[src/rtl/accumulator_ctrl_mc.sv]
// Multi-channel FIR accumulate / final-add / round / push sequencer.
// Per-channel partial sums feed a 3-cycle result pipe with a one-deep overflow slot.
module accumulator_ctrl_mc #(
    parameter int PROD_W     = 32,
    parameter int ACC_W      = 40,
    parameter int OUT_W      = 16,
    parameter int FRAC_BITS  = 15,
    parameter int NUM_TAPS   = 4,
    parameter int NUM_CH     = 2,
    parameter int ROUND_MODE = 1,
    localparam int CH_W      = (NUM_CH > 1) ? $clog2(NUM_CH) : 1,
    localparam int TAP_W     = (NUM_TAPS > 1) ? $clog2(NUM_TAPS) : 1
) (
    input  logic              clk,
    input  logic              reset,
    input  logic              PushIn,
    input  logic [PROD_W-1:0] ProdIn,
    input  logic [CH_W-1:0]   ChIn,
    output logic              InReady,
    output logic [TAP_W-1:0]  TapSel,
    output logic              PushOut,
    output logic [OUT_W-1:0]  DataOut,
    output logic [CH_W-1:0]   ChOut,
    input  logic              StopOut,
    output logic              Err
);
    localparam int NENT = 1 << CH_W;
    localparam logic [ACC_W:0] RND =
        (ROUND_MODE != 0) ? ((ACC_W+1)'(1) << (FRAC_BITS-1)) : '0;
    localparam logic signed [ACC_W:0] SAT_MAX =
        {{(ACC_W-OUT_W+2){1'b0}}, {(OUT_W-1){1'b1}}};
    localparam logic signed [ACC_W:0] SAT_MIN = ~SAT_MAX;

    typedef enum logic [1:0] {S_IDLE, S_FADD, S_ROUND, S_PUSH} state_t;

    state_t                    state_q, state_d;
    logic signed [ACC_W-1:0]   acc_q [NENT];
    logic [TAP_W-1:0]          tap_q [NENT];
    logic                      pend_vld_q, pend_vld_d;
    logic signed [ACC_W-1:0]   pend_sum_q, pend_sum_d;
    logic [CH_W-1:0]           pend_ch_q, pend_ch_d;
    logic signed [ACC_W:0]     work_q, work_d;
    logic [CH_W-1:0]           wch_q, wch_d;
    logic [OUT_W-1:0]          dout_q, dout_d;
    logic [CH_W-1:0]           chout_q, chout_d;
    logic                      err_q;

    logic                      legal, accept, acc_ok, is_final, fin;
    logic                      push_done, free, pend_load, fin_to_work;
    logic [CH_W-1:0]           idx;
    logic signed [ACC_W-1:0]   sum;
    logic signed [ACC_W:0]     shifted;
    logic [OUT_W-1:0]          sat_val;

    // Illegal channels are redirected to entry 0 for reads but never written.
    assign legal     = (32'(ChIn) < 32'(NUM_CH));
    assign idx       = legal ? ChIn : '0;
    assign accept    = PushIn & InReady;
    assign acc_ok    = accept & legal;
    assign is_final  = (tap_q[idx] == TAP_W'(NUM_TAPS-1));
    assign fin       = acc_ok & is_final;
    assign sum       = acc_q[idx] + ACC_W'($signed(ProdIn));

    assign push_done   = (state_q == S_PUSH) && !StopOut;
    assign free        = (state_q == S_IDLE) || push_done;
    assign pend_load   = free && pend_vld_q;
    assign fin_to_work = fin && free && !pend_vld_q;

    assign shifted = work_q >>> FRAC_BITS;
    always_comb begin
        sat_val = shifted[OUT_W-1:0];
        if (shifted > SAT_MAX)      sat_val = SAT_MAX[OUT_W-1:0];
        else if (shifted < SAT_MIN) sat_val = SAT_MIN[OUT_W-1:0];
    end

    always_comb begin
        state_d    = state_q;
        work_d     = work_q;
        wch_d      = wch_q;
        pend_vld_d = pend_vld_q;
        pend_sum_d = pend_sum_q;
        pend_ch_d  = pend_ch_q;
        dout_d     = dout_q;
        chout_d    = chout_q;
        case (state_q)
            S_FADD: begin
                work_d  = work_q + RND;
                state_d = S_ROUND;
            end
            S_ROUND: begin
                dout_d  = sat_val;
                chout_d = wch_q;
                state_d = S_PUSH;
            end
            S_PUSH:  if (!StopOut) state_d = S_IDLE;
            default: ;
        endcase
        // The pending result always takes priority over a same-cycle final sum.
        if (pend_load) begin
            work_d     = {pend_sum_q[ACC_W-1], pend_sum_q};
            wch_d      = pend_ch_q;
            pend_vld_d = 1'b0;
            state_d    = S_FADD;
        end else if (fin_to_work) begin
            work_d  = {sum[ACC_W-1], sum};
            wch_d   = ChIn;
            state_d = S_FADD;
        end
        if (fin && !fin_to_work) begin
            pend_vld_d = 1'b1;
            pend_sum_d = sum;
            pend_ch_d  = ChIn;
        end
    end

    always_ff @(posedge clk or posedge reset) begin
        if (reset) begin
            state_q    <= S_IDLE;
            work_q     <= '0;
            wch_q      <= '0;
            pend_vld_q <= 1'b0;
            pend_sum_q <= '0;
            pend_ch_q  <= '0;
            dout_q     <= '0;
            chout_q    <= '0;
            err_q      <= 1'b0;
            for (int i = 0; i < NENT; i++) begin
                acc_q[i] <= '0;
                tap_q[i] <= '0;
            end
        end else begin
            state_q    <= state_d;
            work_q     <= work_d;
            wch_q      <= wch_d;
            pend_vld_q <= pend_vld_d;
            pend_sum_q <= pend_sum_d;
            pend_ch_q  <= pend_ch_d;
            dout_q     <= dout_d;
            chout_q    <= chout_d;
            if (accept && !legal) err_q <= 1'b1;
            if (acc_ok) begin
                if (is_final) begin
                    acc_q[idx] <= '0;
                    tap_q[idx] <= '0;
                end else begin
                    acc_q[idx] <= sum;
                    tap_q[idx] <= tap_q[idx] + TAP_W'(1);
                end
            end
        end
    end

    assign InReady = !pend_vld_q;
    assign TapSel  = legal ? tap_q[idx] : '0;
    assign PushOut = (state_q == S_PUSH);
    assign DataOut = dout_q;
    assign ChOut   = chout_q;
    assign Err     = err_q;
endmodule

[config.mk]
export PLATFORM = sky130hd
export DESIGN_NAME = accumulator_ctrl_mc
export DESIGN_NICKNAME = d
export VERILOG_FILES = /design/src/rtl/accumulator_ctrl_mc.sv
export SDC_FILE = /design/constraint.sdc
export NUM_CORES = 1
export LEC_CHECK = 0
export CORE_ASPECT_RATIO = 1.25
export CORE_MARGIN = 2
export CORE_UTILIZATION = 35
export DETAILED_ROUTE_END_ITERATION = 12
export MAX_ROUTING_LAYER = met4
export SLEW_MARGIN = 20
export SYNTH_ARGS = -nofsm -noshare
export SYNTH_HDL_FRONTEND = slang
export SYNTH_SLANG_ARGS = --single-unit
[constraint.sdc]
create_clock -name clk -period 5 [get_ports clk]
set_input_delay 1 -clock clk [delete_from_list [all_inputs] [get_ports clk]]
set_output_delay 1 -clock clk [all_outputs]
set_load 0.1 [all_outputs]
==> results.json, run 1 <==
{
  "timing.final.crit_period_ns": 4.257,
  "cts.clk_slew.worst_paths_ns": 0.06,
  "synth.yosys.seq_area_share_pct": 41.43,
  "floorplan.initialDensity_pct": 35.69,
  "total_power_draw_w": 0.007210,
  "slew_violations": 0,
  "core_area_um2": 26910,
  "vias_in_the_first_global_route": 7889,
  "synth_top_flop_cell": "sky130_fd_sc_hd__dfrtp_1",
  "criticalPathCategory": "input pin to flop",
  "count_of_antenna_violating_nets_left_after_detailed_routing": 0,
  "clock.fmax_ghz": 0.2349,
  "finalCoreUtilization_pct": 41.81,
  "synthesis.yosys.warnings": 0,
  "port-buffer-count": 57,
  "gp_congestion": 0.8957,
  "synth_cells": 1097,
  "slowest_delay_ns": 0.38,
  "syn-cell-area_um2": 9604,
  "drt_wl_total_um": 25340,
  "drc_marker_count_from_the_first_detailed_route_iteration": 564,
  "hpwlAfterDp_um": 17990,
  "layout.cells.most_common": "sky130_fd_sc_hd__nand2_1",
  "final_cell_mix": "218 x sky130_fd_sc_hd__nand2_1, 159 x sky130_fd_sc_hd__dfrtp_1, 89 x sky130_fd_sc_hd__o21ai_0, 78 x sky130_fd_sc_hd__a21oi_1, 66 x sky130_fd_sc_hd__nor2_1",
  "wire_length_of_the_first_global_routing_pass_um": 41990,
  "crit_fanout": 15,
  "final-setup-viol-count": 0,
  "critPathSlowestCell": "sky130_fd_sc_hd__buf_2",
  "layout.cell_area.non_filler_um2": 11250,
  "cts-root-to-sink-buffers": 2,
  "synth.ff_latch_count": 159,
  "worst-endpoint-arrival_ns": 4.59,
  "root_buffer": "sky130_fd_sc_hd__clkbuf_16",
  "worst_setup_path_startpoint": "ChIn",
  "outcome": "completed",
  "async_flop_share_pct": 100.0,
  "clock_sink_count": 159,
  "antenna-diode-count": 0,
  "synth_edf_count": 0,
  "grt_start_max_net_pins": 160,
  "antenna_found_initial": 0,
  "timing_worst_slew_pin_value_ns": 1.024,
  "clock_skew_ns": 0.01058,
  "chipHeight_um": 189.2,
  "crit_chain": "buf_2 > buf_12 > mux2_2 > ha_1 > a21o_1 > a211o_1 > o2111ai_2 > nand2_2 > o311ai_4 > nand2_1 > a41o_1 > xor2_1 > nand2b_1 > o21ai_0",
  "r2r_start": "acc_q[40]$_DFFE_PP0P_",
  "worstPathRequired_ns": 5.34,
  "die_area_um2": 28790,
  "post_cts.repair.setup_buffers": 0,
  "placement_rows": 67,
  "postPlaceCellArea_um2": 10600,
  "route.detailed.drc": 0,
  "cts-buffers-inserted": 17,
  "htree_num_levels": 4,
  "area_growth_syn_to_layout_pct": 17.16,
  "drt-wirelength-per-cell_um": 16.93,
  "firstDrtPassIters": 7,
  "clock_insertion_delay_worst_skew_ns": 0.43,
  "detailedPlace.worstSlack_ns": 0.3321,
  "drive_gt1_share_pct": 10.68,
  "post_cts_hold_buffer_count": 0,
  "postLayoutSetupSlackWorst_ns": 0.7433,
  "vias": 8063,
  "finalCritPeriodShare_pct": 85.13,
  "nets_final": 1218,
  "ys_types": 67,
  "number_of_maximum_capacitance_violations": 0,
  "power.ir.vdd_worst_v": 0.0004632,
  "syn_nets": 1176,
  "grt_util_all_layers_pct": 18.43,
  "grt_setup_unrepaired": "no",
  "pwr_density_cell_nw_per_um2": 640.8,
  "tritoncts": "yes",
  "boundaryPins": 59,
  "hold_start": "acc_q[5]$_DFFE_PP0P_",
  "crit_path_start_kind": "input pin",
  "die_w_um": 152.2,
  "drt_via_density": 5.386,
  "total_of_cells_resized_after_clock_tree_synthesis": 0,
  "static-leakage-power_nw": 5.004,
  "hold_path_class": "flop to flop",
  "synthesis.area_per_instance_um2": 8.755,
  "timing_hold_violations_final": 0,
  "endpoint_kind": "flop",
  "slew_headroom_pct": 31.57,
  "grt.overflow.total": 0,
  "fin_setup_tns_ns": 0
}
-- cell usage after synthesis, types with 10 or more instances --
library cell	n	area share, %
sky130_fd_sc_hd__xor2_1	18	1.6
sky130_fd_sc_hd__a22o_1	16	1.5
sky130_fd_sc_hd__o21ai_1	11	0.57
sky130_fd_sc_hd__nor2_1	66	2.6
sky130_fd_sc_hd__nand3_1	20	1.0
sky130_fd_sc_hd__nand4_1	15	0.98
sky130_fd_sc_hd__nand2_1	219	8.6
sky130_fd_sc_hd__o221ai_1	12	1.1
sky130_fd_sc_hd__a21oi_1	78	4.1
sky130_fd_sc_hd__dfrtp_1	159	41
sky130_fd_sc_hd__xnor2_1	26	2.4
sky130_fd_sc_hd__and3_1	10	0.65
sky130_fd_sc_hd__o31ai_1	16	1.3
sky130_fd_sc_hd__nor3_1	12	0.63
sky130_fd_sc_hd__nand2b_1	29	1.9
sky130_fd_sc_hd__a21o_1	21	1.6
sky130_fd_sc_hd__o21ai_0	89	4.6
sky130_fd_sc_hd__ha_1	41	5.3
sky130_fd_sc_hd__clkbuf_1	50	2.0
sky130_fd_sc_hd__inv_1	20	0.78
sky130_fd_sc_hd__mux2_2	42	4.9
-- state kept, by name (all words and copies together) (netlist names) --
signal	cells
acc_q	80
ChOut	1
DataOut	16
state_q	2
work_q	27
tap_q	4
pend_vld_q	1
pend_ch_q	1
wch_q	1
pend_sum_q	26
-- worst paths after layout --
| path | to | slack (ns) | depth (start not counted) |
|---|---|---|---|
| worst max-delay path | acc_q[73]$_DFFE_PP0P_ | 0.74 | 14 |
| worst min register to register | acc_q[5]$_DFFE_PP0P_ | 0.47 | 2 |
| min in group asynchronous | DataOut[3]$_DFFE_PP0N_ | 1.15 | 3 |
| worst min-delay path | acc_q[5]$_DFFE_PP0P_ | 0.47 | 2 |
| worst max register to register | acc_q[78]$_DFFE_PP0P_ | 1.53 | 14 |
| max in group asynchronous | acc_q[77]$_DFFE_PP0P_ | 3.19 | 3 |
-- per-layer routing --
metal	routed length [um]	global-route usage (%)	part of all wire [%]	up-vias
met1	11380	22.96	45	3865
met5	0	-	0	-
met2	12370	30.89	49	186
met4	618	5.751	2.4	0
met3	967	2.907	3.8	35
li1	-	-	-	3977
-- final cells by class --
| type | count | area (um2) |
|---|---|---|
| timing repair buffer | 84 | 793.3 |
| tap | 345 | 431.7 |
| clock buffer | 21 | 470.5 |
| inverter | 20 | 78.83 |
| sequential | 159 | 3979 |
| multi-input combinational | 857 | 5320 |
| fill | 2657 | 15660 |
| clock inverter | 11 | 178.9 |
-- per-stage QoR --
stage | hold WS [ns] | instances
floorplan | 0.4380 | 1097
global placement | 0.4554 | 1465
detailed placement | 0.4601 | 1465
CTS | 0.4761 | 1497
global route | 0.5013 | 1497
finish | 0.4741 | 1497
-- power breakdown --
group          internal (W)  total [W]  switching (W)
clock network      0.000883    0.00144       0.000559
logic               0.00142    0.00364        0.00222
registers           0.00179    0.00213       0.000338
total               0.00409    0.00721        0.00312
-- kinds of logic after synthesis --
kind of cell,Yosys count,synth area share (%)
AOI/OAI and AO/OA,315,21.10
xor gates and xnor gates,46,4.351
adders and majority gates,42,5.550
buffers and inverters,81,3.309
DFF,159,41.43
muxes,44,5.133
other,1,0.03905
and+or+nand+nor,409,19.09
-- worst max-delay path, delay by kind of cell --
family          cells  cell delay [ns]
simple gates        3             0.45
fa+ha+maj           1             0.34
mux                 1             0.33
buf+inv             2             0.58
xor+xnor            1             0.33
compound gates      6             1.53
Note: power is estimated with default switching activity, not from simulation.
==> inputs of run 2 (changes only) <==
Settings changed: CTS_BUF_LIST set to sky130_fd_sc_hd__clkbuf_4.
==> results.json, run 2 (same netlist as run 1, synthesis figures left out) <==
{
  "area_growth_syn_to_layout_pct": 13.81,
  "die_area_um2": 28790,
  "outcome": "completed",
  "grt.overflow.total": 0,
  "critPathSlowestCell": "sky130_fd_sc_hd__buf_2",
  "port-buffer-count": 57,
  "hpwlAfterDp_um": 17990,
  "crit_fanout": 15,
  "slowest_delay_ns": 0.38,
  "pwr_density_cell_nw_per_um2": 608.4,
  "core_area_um2": 26910,
  "cts.clk_slew.worst_paths_ns": 0.11,
  "critical_path.reg2reg.endpoint": "acc_q[78]$_DFFE_PP0P_",
  "clock_skew_ns": 0.03038,
  "timing_hold_violations_final": 0,
  "nets_final": 1218,
  "grt_util_all_layers_pct": 18.25,
  "min_path_cells": 2,
  "count_of_antenna_violating_nets_left_after_detailed_routing": 0,
  "clock_insertion_delay_worst_skew_ns": 0.57,
  "wire_length_of_the_first_global_routing_pass_um": 41620,
  "power.ir.vdd_worst_v": 0.0004624,
  "total_of_cells_resized_after_clock_tree_synthesis": 0,
  "fin_setup_tns_ns": 0,
  "grt_start_max_net_pins": 160,
  "power.switching_w": 0.003044,
  "drt-wirelength-per-cell_um": 16.84,
  "criticalPathCategory": "input pin to flop",
  "gp_congestion": 0.8957,
  "cts-buffers-inserted": 17,
  "slew_violations": 0,
  "worstPathRequired_ns": 5.46,
  "layout_top_registers": "acc_q (80), work_q (27), pend_sum_q (26)",
  "total_power_draw_w": 0.006650,
  "post_cts.repair.setup_buffers": 0,
  "timing_worst_slew_pin_value_ns": 1.033,
  "timing.final.crit_period_ns": 4.127,
  "cts-root-to-sink-buffers": 2,
  "rrSetupSlack_ns": 1.49,
  "antenna_found_initial": 1,
  "layout.cells.most_common": "sky130_fd_sc_hd__nand2_1",
  "chipHeight_um": 189.2,
  "drt_via_density": 5.370,
  "slew_headroom_pct": 30.96,
  "drive_gt1_share_pct": 10.50,
  "hold_path_class": "flop to flop",
  "number_of_maximum_capacitance_violations": 0,
  "crit_chain": "buf_2 > buf_12 > mux2_2 > ha_1 > a21o_1 > a211o_1 > o2111ai_2 > nand2_2 > o311ai_4 > nand2_1 > a41o_1 > xor2_1 > nand2b_1 > o21ai_0",
  "wp_buf_inv": 2,
  "final_cell_mix": "218 x sky130_fd_sc_hd__nand2_1, 159 x sky130_fd_sc_hd__dfrtp_1, 89 x sky130_fd_sc_hd__o21ai_0, 78 x sky130_fd_sc_hd__a21oi_1, 66 x sky130_fd_sc_hd__nor2_1",
  "share_comb_of_total_power_pct": 54.7,
  "crit_path_start_kind": "input pin",
  "floorplan.initialDensity_pct": 35.69,
  "r2r_start": "acc_q[40]$_DFFE_PP0P_",
  "register_name_with_the_most_flops": "acc_q",
  "boundaryPins": 59,
  "htree_num_levels": 4,
  "finalCritPeriodShare_pct": 82.54,
  "worst_r2r_path_depth": 14,
  "drc_marker_count_from_the_first_detailed_route_iteration": 527,
  "placement_rows": 67,
  "share_seq_of_total_power_pct": 31.9,
  "worst-endpoint-arrival_ns": 4.59,
  "route.detailed.drc": 0,
  "swShare_pct": 45.77,
  "post_cts_hold_buffer_count": 0,
  "die_w_um": 152.2,
  "final-setup-viol-count": 0,
  "endpoint_kind": "flop",
  "largest_reg_flops": 80,
  "critPathTopFamily": "compound AO/OA/AOI/OAI gates",
  "fillerInstances": 2695,
  "firstDrtPassIters": 5,
  "drt_wl_total_um": 25220,
  "pwr-share-clk_pct": 13.5,
  "cell_internal_pwr_w": 0.003606,
  "vias_in_the_first_global_route": 7872,
  "root_buffer": "sky130_fd_sc_hd__clkbuf_4",
  "vias": 8044,
  "timing.hold.worst_endpoint": "acc_q[69]$_DFFE_PP0P_",
  "clock_sink_count": 159,
  "tritoncts": "yes",
  "grt_setup_unrepaired": "no",
  "hold_start": "acc_q[69]$_DFFE_PP0P_",
  "static-leakage-power_nw": 4.860,
  "clock.fmax_ghz": 0.2423
}
## run 2: layout make-up
| cell class | instances | area (um2) | area share (%) |
|---|---|---|---|
| flip-flops and latches | 159 | 3979 | 36.40 |
| multi-input cells | 857 | 5320 | 48.67 |
| inverters | 20 | 78.83 | 0.7212 |
| well taps | 345 | 431.7 | 3.949 |
| clock inverters | 14 | 190.2 | 1.740 |
| repair buffers | 84 | 793.3 | 7.257 |
| diodes | 1 | 2.502 | 0.02289 |
| clock buffers | 18 | 135.1 | 1.236 |
## run 2: metal layers
metal	track usage [%]	wire length, um	vias up
met4	5.715	549	0
met2	30.80	12440	183
met1	22.68	11350	3854
met3	2.655	874	36
li1	-	-	3971
met5	-	0	-
## run 2: worst max path at each step
| stage | start | to | cells after the start |
|---|---|---|---|
| CTS | ChIn | acc_q[77]$_DFFE_PP0P_ | 14 |
| global placement | ChIn | acc_q[77]$_DFFE_PP0P_ | 14 |
| floorplan | ChIn | acc_q[77]$_DFFE_PP0P_ | 14 |
| detailed placement | ChIn | acc_q[77]$_DFFE_PP0P_ | 14 |
| finish | ChIn | acc_q[73]$_DFFE_PP0P_ | 14 |
| global route | ChIn | acc_q[33]$_DFFE_PP0P_ | 14 |
## run 2: power by group through the flow
stage	Sequential [W]	Clock (W)	Combinational, W
after floorplan	0.00209	0	0.00268
after detailed placement	0.00214	0	0.00360
after global routing	0.00218	0.000973	0.00406
final	0.00212	0.000895	0.00363
after global placement	0.00213	0	0.00357
after CTS	0.00212	0.000925	0.00363
## run 2: tightest hold or removal path: stages, from the launching register on
cell	delay (ns)
sky130_fd_sc_hd__dfrtp_1	0.36
sky130_fd_sc_hd__nand2_1	0.05
sky130_fd_sc_hd__o31ai_1	0.05
## run 2: metrics by stage
| step | std cells | setup slack, ns | utilization (%) | area, um2 | hold WS [ns] |
|---|---|---|---|---|---|
| 5_1_grt | 1498 | 0.6505 | 40.62 | 10930 | 0.5185 |
| 4_1_cts | 1497 | 0.9161 | 40.61 | 10930 | 0.4923 |
| 6_report | 1498 | 0.8729 | 40.62 | 10930 | 0.4886 |
| 3_5_place_dp | 1465 | 0.3321 | 39.40 | 10600 | 0.4601 |
| 2_1_floorplan | 1097 | 0.5778 | - | 9608 | 0.4380 |
| 3_3_place_gp | 1465 | 0.3932 | 39.40 | 10600 | 0.4554 |
==> inputs of run 3 (changes only) <==
Clock period 5 ns to 3.3 ns, I/O delays scaled along.
==> results.json, run 3 (same netlist as run 1, synthesis figures left out) <==
{
  "grt.overflow.total": 0,
  "post_cts_hold_buffer_count": 0,
  "crit_end": "work_q[33]$_DFFE_PP0P_",
  "rrSetupSlack_ns": 0.09,
  "layout.cells.most_common": "sky130_fd_sc_hd__nand2_1",
  "floorplan.initialDensity_pct": 35.69,
  "cts-root-to-sink-buffers": 2,
  "worstPathRequired_ns": 3.79,
  "timing_hold_violations_final": 0,
  "criticalPathCategory": "input pin to flop",
  "grt_start_max_net_pins": 52,
  "port-buffer-count": 57,
  "core_area_um2": 26910,
  "crit_path_start_kind": "input pin",
  "crit_fanout": 7,
  "tritoncts": "yes",
  "clock_skew_ns": 0.03753,
  "placement_rows": 67,
  "worst_setup_path_startpoint": "ChIn",
  "register_name_with_the_most_flops": "acc_q",
  "final_cell_mix": "216 x sky130_fd_sc_hd__nand2_1, 171 x sky130_fd_sc_hd__buf_4, 159 x sky130_fd_sc_hd__dfrtp_1, 84 x sky130_fd_sc_hd__o21ai_0, 71 x sky130_fd_sc_hd__a21oi_1",
  "drive_gt1_share_pct": 23.69,
  "slew_violations": 0,
  "slew_headroom_pct": 28.92,
  "power.ir.vdd_worst_v": 0.0003755,
  "critical_path.reg2reg.endpoint": "work_q[33]$_DFFE_PP0P_",
  "r2r_start": "acc_q[46]$_DFFE_PP0P_",
  "chipHeight_um": 189.2,
  "htree_num_levels": 4,
  "wire_length_of_the_first_global_routing_pass_um": 44520,
  "route.detailed.drc": 0,
  "number_of_cells_in_the_finished_layout_apart_from_fillers": 1630,
  "drt_wl_total_um": 27090,
  "hold_path_class": "flop to flop",
  "finalCritPeriodShare_pct": 98.63,
  "clock_sink_count": 159,
  "root_buffer": "sky130_fd_sc_hd__clkbuf_4",
  "place.detailed.instances": 1593,
  "antenna_found_initial": 1,
  "die_area_um2": 28790,
  "number_of_maximum_capacitance_violations": 0,
  "cts-buffers-inserted": 17,
  "nets_final": 1349,
  "endpoint_kind": "flop",
  "boundaryPins": 59,
  "drc_marker_count_from_the_first_detailed_route_iteration": 434,
  "area_growth_syn_to_layout_pct": 26.62,
  "die_w_um": 152.2,
  "timing_worst_slew_pin_value_ns": 1.062,
  "vias_in_the_first_global_route": 8529,
  "cts.clk_slew.worst_paths_ns": 0.14,
  "final-setup-viol-count": 0,
  "static-leakage-power_nw": 5.558,
  "firstDrtPassIters": 5,
  "drt-wirelength-per-cell_um": 16.62,
  "worst-endpoint-arrival_ns": 3.74,
  "hpwlAfterDp_um": 20230,
  "drt_via_density": 5.236,
  "timing.final.crit_period_ns": 3.255,
  "grt_util_all_layers_pct": 19.77,
  "worst_r2r_path_depth": 13,
  "outcome": "completed",
  "layout_top_registers": "acc_q (80), work_q (27), pend_sum_q (26)",
  "largest_reg_flops": 80,
  "clock_insertion_delay_worst_skew_ns": 0.60,
  "clock.fmax_ghz": 0.3072,
  "vias": 8534,
  "count_of_antenna_violating_nets_left_after_detailed_routing": 0,
  "pwr_density_cell_nw_per_um2": 940.0,
  "finalCoreUtilization_pct": 45.19,
  "gp_congestion": 0.8767
}
[run 3: cell count changes in the layout (fill, tap and decap cells not counted), moves of 4 or more]
cell and change:
sky130_fd_sc_hd__a21oi_1 -7, sky130_fd_sc_hd__a21oi_2 +7, sky130_fd_sc_hd__buf_12 +4, sky130_fd_sc_hd__buf_4 +146, sky130_fd_sc_hd__clkdlybuf4s50_1 -21, sky130_fd_sc_hd__ha_1 -6, sky130_fd_sc_hd__ha_4 +6, sky130_fd_sc_hd__o21ai_0 -5
sky130_fd_sc_hd__o21ai_1 +4
[run 3: per-layer routing]
layer | wire [um] | up-vias | GRT usage, %
li1 | - | 4232 | -
met1 | 12160 | 4106 | 24.34
met2 | 13420 | 168 | 33.32
met3 | 1003 | 28 | 3.456
met4 | 507 | 0 | 5.967
met5 | 0 | - | -
[run 3: final cells by class]
type | instances | area [um2]
clock inverter | 15 | 182.7
multi-input combinational | 857 | 5558
sequential | 159 | 3979
inverter | 20 | 78.83
timing repair buffer | 215 | 1798
clock buffer | 17 | 127.6
fill | 2641 | 14750
tap | 345 | 431.7
antenna | 2 | 5.005
[run 3: per-stage QoR]
| step | instance area (um2) | setup slack, ns | hold WS (ns) | TNS (ns) | total power [W] |
|---|---|---|---|---|---|
| final | 12160 | 0.04524 | 0.4885 | 0 | 0.01143 |
| after global routing | 12160 | -0.008630 | 0.5101 | -0.01203 | 0.01238 |
| after CTS | 12010 | 0.004950 | 0.4930 | 0 | 0.01136 |
| after detailed placement | 11690 | -0.6813 | 0.4600 | -37.83 | 0.009963 |
| after global placement | 11690 | -0.6442 | 0.4555 | -36.18 | 0.009871 |
| after floorplan | 9819 | -0.1488 | 0.4380 | -1.422 | 0.007393 |
[run 3: how the worst min path moves through the flow]
stage	from	endpoint	slack [ns]	depth (start not counted)
after floorplan	pend_sum_q[39]$_DFFE_PP0P_	pend_sum_q[39]$_DFFE_PP0P_	0.44	2
after global placement	acc_q[11]$_DFFE_PP0P_	acc_q[11]$_DFFE_PP0P_	0.46	2
after detailed placement	pend_sum_q[39]$_DFFE_PP0P_	pend_sum_q[39]$_DFFE_PP0P_	0.46	2
after CTS	tap_q[0]$_DFFE_PP0P_	tap_q[0]$_DFFE_PP0P_	0.49	1
after global routing	pend_sum_q[30]$_DFFE_PP0P_	pend_sum_q[30]$_DFFE_PP0P_	0.51	2
final	tap_q[0]$_DFFE_PP0P_	tap_q[0]$_DFFE_PP0P_	0.49	1
[run 3: what timing repair did]
| action | in CTS | in global routing |
|---|---|---|
| endpoints found under the hold margin | 0 | 0 |
| buffers inserted | 1 | 1 |
| setup endpoints to repair | 2 | 45 |
| gates cloned | 0 | 1 |
| pin swaps | 1 | 5 |
| gates resized for setup | 1 | 22 |
[run 3: report_power, final]
group          switching, W  leakage [nW]  internal, W
Sequential         0.000515          1.92      0.00270
Clock              0.000784         0.153     0.000534
Combinational       0.00375          3.49      0.00315
Total               0.00504          5.56      0.00639
[run 3: critical path, stage by stage]
cell and delay, ns:
sky130_fd_sc_hd__clkbuf_4 0.18, sky130_fd_sc_hd__buf_12 0.16, sky130_fd_sc_hd__mux2_4 0.32, sky130_fd_sc_hd__ha_4 0.24, sky130_fd_sc_hd__a21o_1 0.17, sky130_fd_sc_hd__a211o_1 0.33
sky130_fd_sc_hd__o2111ai_4 0.25, sky130_fd_sc_hd__nand2_4 0.11, sky130_fd_sc_hd__o311ai_4 0.36, sky130_fd_sc_hd__nand2_2 0.11, sky130_fd_sc_hd__a41o_1 0.29, sky130_fd_sc_hd__xor2_2 0.17
sky130_fd_sc_hd__buf_4 0.14, sky130_fd_sc_hd__o22ai_1 0.15, sky130_fd_sc_hd__nand2_1 0.07
